$ cat config.mk
export PLATFORM = sky130hd
export DESIGN_NAME = mem_port_arbiter
export DESIGN_NICKNAME = d
export VERILOG_FILES = /design/src/rtl/mem_arb_pkg.sv /design/src/rtl/arb_fair_pick.sv /design/src/rtl/mem_port_arbiter.sv
export SDC_FILE = /design/constraint.sdc
export NUM_CORES = 1
export LEC_CHECK = 0
export BUFFER_PORTS_ARGS = -buffer_cell sky130_fd_sc_hd__buf_2
export CAP_MARGIN = 25
export CORE_MARGIN = 2
export CORE_UTILIZATION = 52
export DETAILED_ROUTE_END_ITERATION = 8
export PLACE_DENSITY_LB_ADDON = 0.12
export SLEW_MARGIN = 20
export SYNTH_ARGS = -nofsm -noshare
export SYNTH_HDL_FRONTEND = slang
export SYNTH_HIERARCHICAL = 1
export SYNTH_SLANG_ARGS = --single-unit
$ cat constraint.sdc
create_clock -name clk -period 7.03 [get_ports clk]
set_clock_uncertainty 0.2 [all_clocks]
set_input_delay 1.406 -clock clk [delete_from_list [all_inputs] [get_ports clk]]
set_output_delay 1.406 -clock clk [all_outputs]
set_load 0.01 [all_outputs]
$ cat src/rtl/mem_arb_pkg.sv
// Shared encodings and defaults for the memory port arbiter and its fair-pick helper.
package mem_arb_pkg;

    localparam int DEF_ADDR_W = 5;
    localparam int DEF_DATA_W = 32;
    localparam int WAIT_W     = 4;

    typedef enum logic [1:0] {
        IDLE   = 2'd0,
        ACCESS = 2'd1,
        DONE   = 2'd2
    } arb_state_e;

    typedef enum logic {
        OWN_C = 1'b0,
        OWN_D = 1'b1
    } owner_e;

    function automatic logic [WAIT_W-1:0] sat_inc(input logic [WAIT_W-1:0] v);
        return (v == '1) ? v : v + 1'b1;
    endfunction

endpackage

$ cat src/rtl/arb_fair_pick.sv
// Combinational owner select: core has fixed priority unless port D has waited
// MAX_WAIT lost arbitrations, in which case D wins.
module arb_fair_pick
    import mem_arb_pkg::*;
#(
    parameter int MAX_WAIT = 4
) (
    input  logic              c_req,
    input  logic              d_req,
    input  logic [WAIT_W-1:0] wait_cnt,
    output owner_e            owner,
    output logic              valid
);

    logic d_due;

    assign d_due = (wait_cnt >= WAIT_W'(MAX_WAIT));

    always_comb begin
        valid = c_req | d_req;
        owner = OWN_C;
        if (d_req && (!c_req || d_due)) begin
            owner = OWN_D;
        end
    end

endmodule

$ cat src/rtl/mem_port_arbiter.sv
// Shares one word-addressed memory between the core (port C) and a loader (port D);
// each access is grant, MEM_LAT strobe cycles, then a one-cycle done.
module mem_port_arbiter
    import mem_arb_pkg::*;
#(
    parameter int ADDR_W   = DEF_ADDR_W,
    parameter int DATA_W   = DEF_DATA_W,
    parameter int MEM_LAT  = 1,
    parameter int MAX_WAIT = 4
) (
    input  logic              clk,
    input  logic              rst,
    input  logic              c_req,
    input  logic              c_we,
    input  logic [ADDR_W-1:0] c_addr,
    input  logic [DATA_W-1:0] c_wdata,
    output logic              c_gnt,
    output logic              c_done,
    output logic [DATA_W-1:0] c_rdata,
    input  logic              d_req,
    input  logic              d_we,
    input  logic [ADDR_W-1:0] d_addr,
    input  logic [DATA_W-1:0] d_wdata,
    output logic              d_gnt,
    output logic              d_done,
    output logic [DATA_W-1:0] d_rdata,
    output logic              mem_read,
    output logic              mem_write,
    output logic [ADDR_W-1:0] mem_addr,
    output logic [DATA_W-1:0] mem_wdata,
    input  logic [DATA_W-1:0] mem_rdata,
    output logic              busy
);

    arb_state_e        state_q, state_d;
    owner_e            owner_q, owner_d, pick_owner;
    logic              pick_valid;
    logic [WAIT_W-1:0] wait_q, wait_d;
    logic [3:0]        lat_q, lat_d;
    logic              we_q, we_d;
    logic [ADDR_W-1:0] addr_q, addr_d;
    logic [DATA_W-1:0] wdata_q, wdata_d;
    logic [DATA_W-1:0] c_rdata_q, c_rdata_d, d_rdata_q, d_rdata_d;
    logic              c_gnt_q, c_gnt_d, d_gnt_q, d_gnt_d;
    logic              c_done_q, c_done_d, d_done_q, d_done_d;

    arb_fair_pick #(.MAX_WAIT(MAX_WAIT)) u_pick (
        .c_req    (c_req),
        .d_req    (d_req),
        .wait_cnt (wait_q),
        .owner    (pick_owner),
        .valid    (pick_valid)
    );

    always_comb begin
        state_d   = state_q;
        owner_d   = owner_q;
        wait_d    = wait_q;
        lat_d     = lat_q;
        we_d      = we_q;
        addr_d    = addr_q;
        wdata_d   = wdata_q;
        c_rdata_d = c_rdata_q;
        d_rdata_d = d_rdata_q;
        c_gnt_d   = 1'b0;
        d_gnt_d   = 1'b0;
        c_done_d  = 1'b0;
        d_done_d  = 1'b0;
        case (state_q)
            IDLE: begin
                if (pick_valid) begin
                    state_d = ACCESS;
                    owner_d = pick_owner;
                    lat_d   = 4'(MEM_LAT - 1);
                    if (pick_owner == OWN_D) begin
                        we_d    = d_we;
                        addr_d  = d_addr;
                        wdata_d = d_wdata;
                        d_gnt_d = 1'b1;
                    end else begin
                        we_d    = c_we;
                        addr_d  = c_addr;
                        wdata_d = c_wdata;
                        c_gnt_d = 1'b1;
                    end
                    // Fairness counter only moves on contested arbitrations or a lone D grant.
                    if (c_req && d_req) begin
                        wait_d = (pick_owner == OWN_D) ? '0 : sat_inc(wait_q);
                    end else if (pick_owner == OWN_D) begin
                        wait_d = '0;
                    end
                end
            end
            ACCESS: begin
                if (lat_q == 4'd0) begin
                    state_d = DONE;
                    if (owner_q == OWN_D) begin
                        d_done_d = 1'b1;
                        if (!we_q) d_rdata_d = mem_rdata;
                    end else begin
                        c_done_d = 1'b1;
                        if (!we_q) c_rdata_d = mem_rdata;
                    end
                end else begin
                    lat_d = lat_q - 4'd1;
                end
            end
            DONE:    state_d = IDLE;
            default: state_d = IDLE;
        endcase
    end

    always_ff @(posedge clk or negedge rst) begin
        if (!rst) begin
            state_q   <= IDLE;
            owner_q   <= OWN_C;
            wait_q    <= '0;
            lat_q     <= '0;
            we_q      <= 1'b0;
            addr_q    <= '0;
            wdata_q   <= '0;
            c_rdata_q <= '0;
            d_rdata_q <= '0;
            c_gnt_q   <= 1'b0;
            d_gnt_q   <= 1'b0;
            c_done_q  <= 1'b0;
            d_done_q  <= 1'b0;
        end else begin
            state_q   <= state_d;
            owner_q   <= owner_d;
            wait_q    <= wait_d;
            lat_q     <= lat_d;
            we_q      <= we_d;
            addr_q    <= addr_d;
            wdata_q   <= wdata_d;
            c_rdata_q <= c_rdata_d;
            d_rdata_q <= d_rdata_d;
            c_gnt_q   <= c_gnt_d;
            d_gnt_q   <= d_gnt_d;
            c_done_q  <= c_done_d;
            d_done_q  <= d_done_d;
        end
    end

    // Strobes decode straight from state flops so an async reset drops them at once.
    assign mem_read  = (state_q == ACCESS) && !we_q;
    assign mem_write = (state_q == ACCESS) &&  we_q;
    assign mem_addr  = (state_q == ACCESS) ? addr_q  : '0;
    assign mem_wdata = (state_q == ACCESS) ? wdata_q : '0;
    assign busy      = (state_q != IDLE);

    assign c_gnt   = c_gnt_q;
    assign d_gnt   = d_gnt_q;
    assign c_done  = c_done_q;
    assign d_done  = d_done_q;
    assign c_rdata = c_rdata_q;
    assign d_rdata = d_rdata_q;

endmodule

==> summary.txt <==
Routing
  – Wire per inst: 15.3 µm
  – DRC viols: 0
  – Drt pass-1 iters: 4
  – Total number of vias: 3957
  – Iter 0 DRT Violations: 299
  – Final antenna-violating net count: 0
  – Final wirelength: approximately 12000 µm
  – Average vias per placed instance: roughly 5

Critical path
  – Worst path max stage delay: around 0.53 ns
  – Worst setup SP type: register
  – Critical Path End Type: output pin
  – Reg2reg start: lat_q[0]$_DFFE_PN0P_
  – Crit-path slowest cell: nor2b_2
  – Critical Path Start: state_q[0]$_DFFE_PN0P_
  – Worst R2R Setup Slack: between 4 and 5 ns
  – Crit path DAT: 2.18 ns
  – CP Class: register to output pin
  – Worst-path fanout max: 24
  – Cell Chain, Critical Path: nor2b_2 > buf_4 > and2_1 > buf_2
  – Reg-to-reg endpoint: c_rdata[14]$_DFFE_PN0P_
  – FF-to-FF path depth: 6
  – Setup crit end: mem_wdata[9]
  – WP data required: 5.42 ns

Synth
  – Synth area leaders: dfrtp_1, mux2_4, mux2i_1
  – Cell area after synthesis: 5410 µm²
  – Commonest cells in the netlist: dfrtp_1, mux2_4, nand2_1, and2_1, o21ai_0
  – Post-synthesis sequential area ratio: 54.1%
  – Mapped Avg Cell Area: 12.7 µm²
  – Post-Syn Instances: about 430
  – EDFF count, synth: 0
  – Async set or reset register ratio after synthesis: 100%
  – Seq cells post-synth: 117
  – Yosys top cell by area: dfrtp_1
  – Post-synth net total: 540
  – Synth warn: 6
  – Library cells used by synthesis: 39
  – Most common cell in the synthesized netlist: dfrtp_1
  – Synth Flop Type: dfrtp_1
  – Yosys top cell area share: between 50% and 60%

Timing
  – Worst slew pin tran: 0.879 ns
  – Final Hold Fails: 0
  – Period Utilization, post-route: 53.9%
  – Min cycle time layout: between 3 and 4 ns
  – RSZ-0062 raised after global routing: false
  – Relative slew slack: between 40% and 50%
  – Achievable Freq: 0.264 GHz
  – Max Slew Vio Count: 0
  – Setup TNS: 0 ns
  – Final setup vio count: 0

Global routing
  – Vias in the first global route: a little under 4000
  – Initial antenna violation count: 0
  – Global-route wire length before repair: around 19000 µm
  – Total grt overflow: 0
  – Largest net degree at the start of global routing: 81
  – GRT Util Overall: 22.2%

CTS
  – Clock latency on the worst-skew pair: around 0.5 ns
  – CTS sink count: 117
  – Root Driver: clkbuf_8
  – Htree depth: 4
  – CTS resizes: 0
  – Post-CTS setup repair buffer count: 0
  – Hold_buf cts: 0
  – TritonCTS clock tree: yes
  – CTS Buf Count: 17
  – Clock-pin slew on the worst setup and hold paths: 0.05 ns
  – Clock buffer depth: 2

Pwr
  – Pwr dens: 490 nW/µm²
  – Static Leak: 0.00376 µW
  – VDD IR max: 0.202 mV

Floorplanning
  – Die X: 106 µm
  – Die Area: 11200 µm²
  – Starting density of the core: 52.9%
  – IO Pins: 220
  – Core area: 10200 µm²
  – Die H: 106 µm
  – Row count: 37

Final layout
  – Non-filler cells, final: 792
  – Area occupied by multi-input gates: 2320 µm²
  – Fillcell total: about 800
  – Area Growth Syn to Fin: 32.5%
  – Nets: roughly 760
  – Share of cells above drive strength 1: 50.3%
  – N_diodes: 0
  – Register area: 2930 µm²

Hold path
  – HP Class: register to register

Status
  – Status: complete, no violations

Placed design
  – Inst Count DP: 760
  – GPL Wtd Cong: between 0.8 and 0.9
  – PortBufs: 219
  – DP HPWL: 8280 µm

Job
  – Max-Cap Viols: 0
## worst min-delay path by stage
stage	startpoint	to	slack, ns	cells after the start
after global routing	wdata_q[17]$_DFFE_PN0P_	wdata_q[17]$_DFFE_PN0P_	0.29	2
final	wdata_q[28]$_DFFE_PN0P_	wdata_q[28]$_DFFE_PN0P_	0.27	2
after floorplan	addr_q[0]$_DFFE_PN0P_	addr_q[0]$_DFFE_PN0P_	0.24	2
after global placement	wdata_q[28]$_DFFE_PN0P_	wdata_q[28]$_DFFE_PN0P_	0.25	2
after CTS	wdata_q[28]$_DFFE_PN0P_	wdata_q[28]$_DFFE_PN0P_	0.27	2
after detailed placement	wdata_q[28]$_DFFE_PN0P_	wdata_q[28]$_DFFE_PN0P_	0.26	2
## state kept, by name, summed over array words and instances, names as in the netlist
register	cells
c_done	1
d_done	1
addr_q	5
wait_q	4
d_gnt	1
we_q	1
lat_q	4
wdata_q	32
c_gnt	1
owner_q	1
state_q	2
c_rdata	32
d_rdata	32
## critical path, delay by kind of cell (launching register included)
kind,cells,cell delay (ns)
buffers and inverters,2,0.45
and+or+nand+nor,2,0.70
DFF,1,0.52
## per-layer routing
layer  wire length, µm  vias up  part of all wire [%]  global-route usage (%)
li1                  -     1901                     -                       -
met1              5530     1876                    46                    30.0
met2              5680      168                    47                    35.1
met3               765       12                   6.3                    6.44
met4               137        0                   1.1                    6.77
met5                 0        -                     0                       0
## layout by cell type, fill, tap and decap left out, drive strengths merged
cell / synthesis / routed
nor3: 2 / 2
clkbuf: 14 / 20
a21o: 1 / 1
or3b: 2 / 2
clkinvlp: 0 / 5
nand3: 7 / 7
dfrtp: 117 / 117
nor2b: 2 / 2
a21oi: 5 / 5
o311ai: 2 / 2
o41ai: 1 / 1
a31oi: 2 / 2
o21ai: 39 / 39
ha: 3 / 3
nand2: 42 / 42
nor3b: 3 / 3
clkinv: 0 / 5
and3: 2 / 2
a41o: 2 / 2
bufinv: 0 / 2
nand4: 3 / 3
a21boi: 1 / 1
nor4: 1 / 1
mux2: 64 / 64
nor2: 5 / 5
or4: 1 / 1
buf: 12 / 225
inv: 8 / 8
or2b: 1 / 1
and2: 41 / 41
o21bai: 1 / 1
mux2i: 38 / 38
or2: 2 / 2
nand4b: 1 / 1
## stage by stage
step | cell area, µm² | worst slack [ns] | utilization (%) | power [µW] | hold slack (ns)
6_report | 7160 | 3.24 | 70.0 | 3510 | 0.268
5_1_grt | 7160 | 3.00 | 70.0 | 3750 | 0.294
4_1_cts | 7160 | 3.21 | 70.0 | 3540 | 0.275
3_5_place_dp | 6590 | 3.72 | 64.4 | 2700 | 0.262
3_3_place_gp | 6590 | 3.82 | 64.4 | 2660 | 0.254
2_1_floorplan | 5410 | 4.23 | - | 2180 | 0.242
## kinds of logic after synthesis
| group | after synthesis | synth area share [%] |
|---|---|---|
| AO/OA/AOI/OAI | 54 | 5.58 |
| buffers and inverters | 34 | 3.28 |
| AND/OR/NAND/NOR | 115 | 11.8 |
| adder cells (fa/ha/maj) | 3 | 0.694 |
| multiplexers | 102 | 24.5 |
| flip-flops | 117 | 54.1 |
## layout make-up
type / instances / share of cell area, %
clock buffers: 20 / 6.22
clock inverters: 12 / 1.82
inverters: 8 / 0.419
multi-input cells: 274 / 32.3
flip-flops and latches: 117 / 40.9
well taps: 136 / 2.38
repair buffers: 225 / 16.0
## power breakdown
part | internal (µW) | switching, µW | leakage (µW)
Clock | 521 | 296 | 0.000269
Combinational | 760 | 724 | 0.00208
Sequential | 1010 | 204 | 0.00141
Total | 2290 | 1220 | 0.00376
Note: power is estimated with default switching activity, not from simulation.
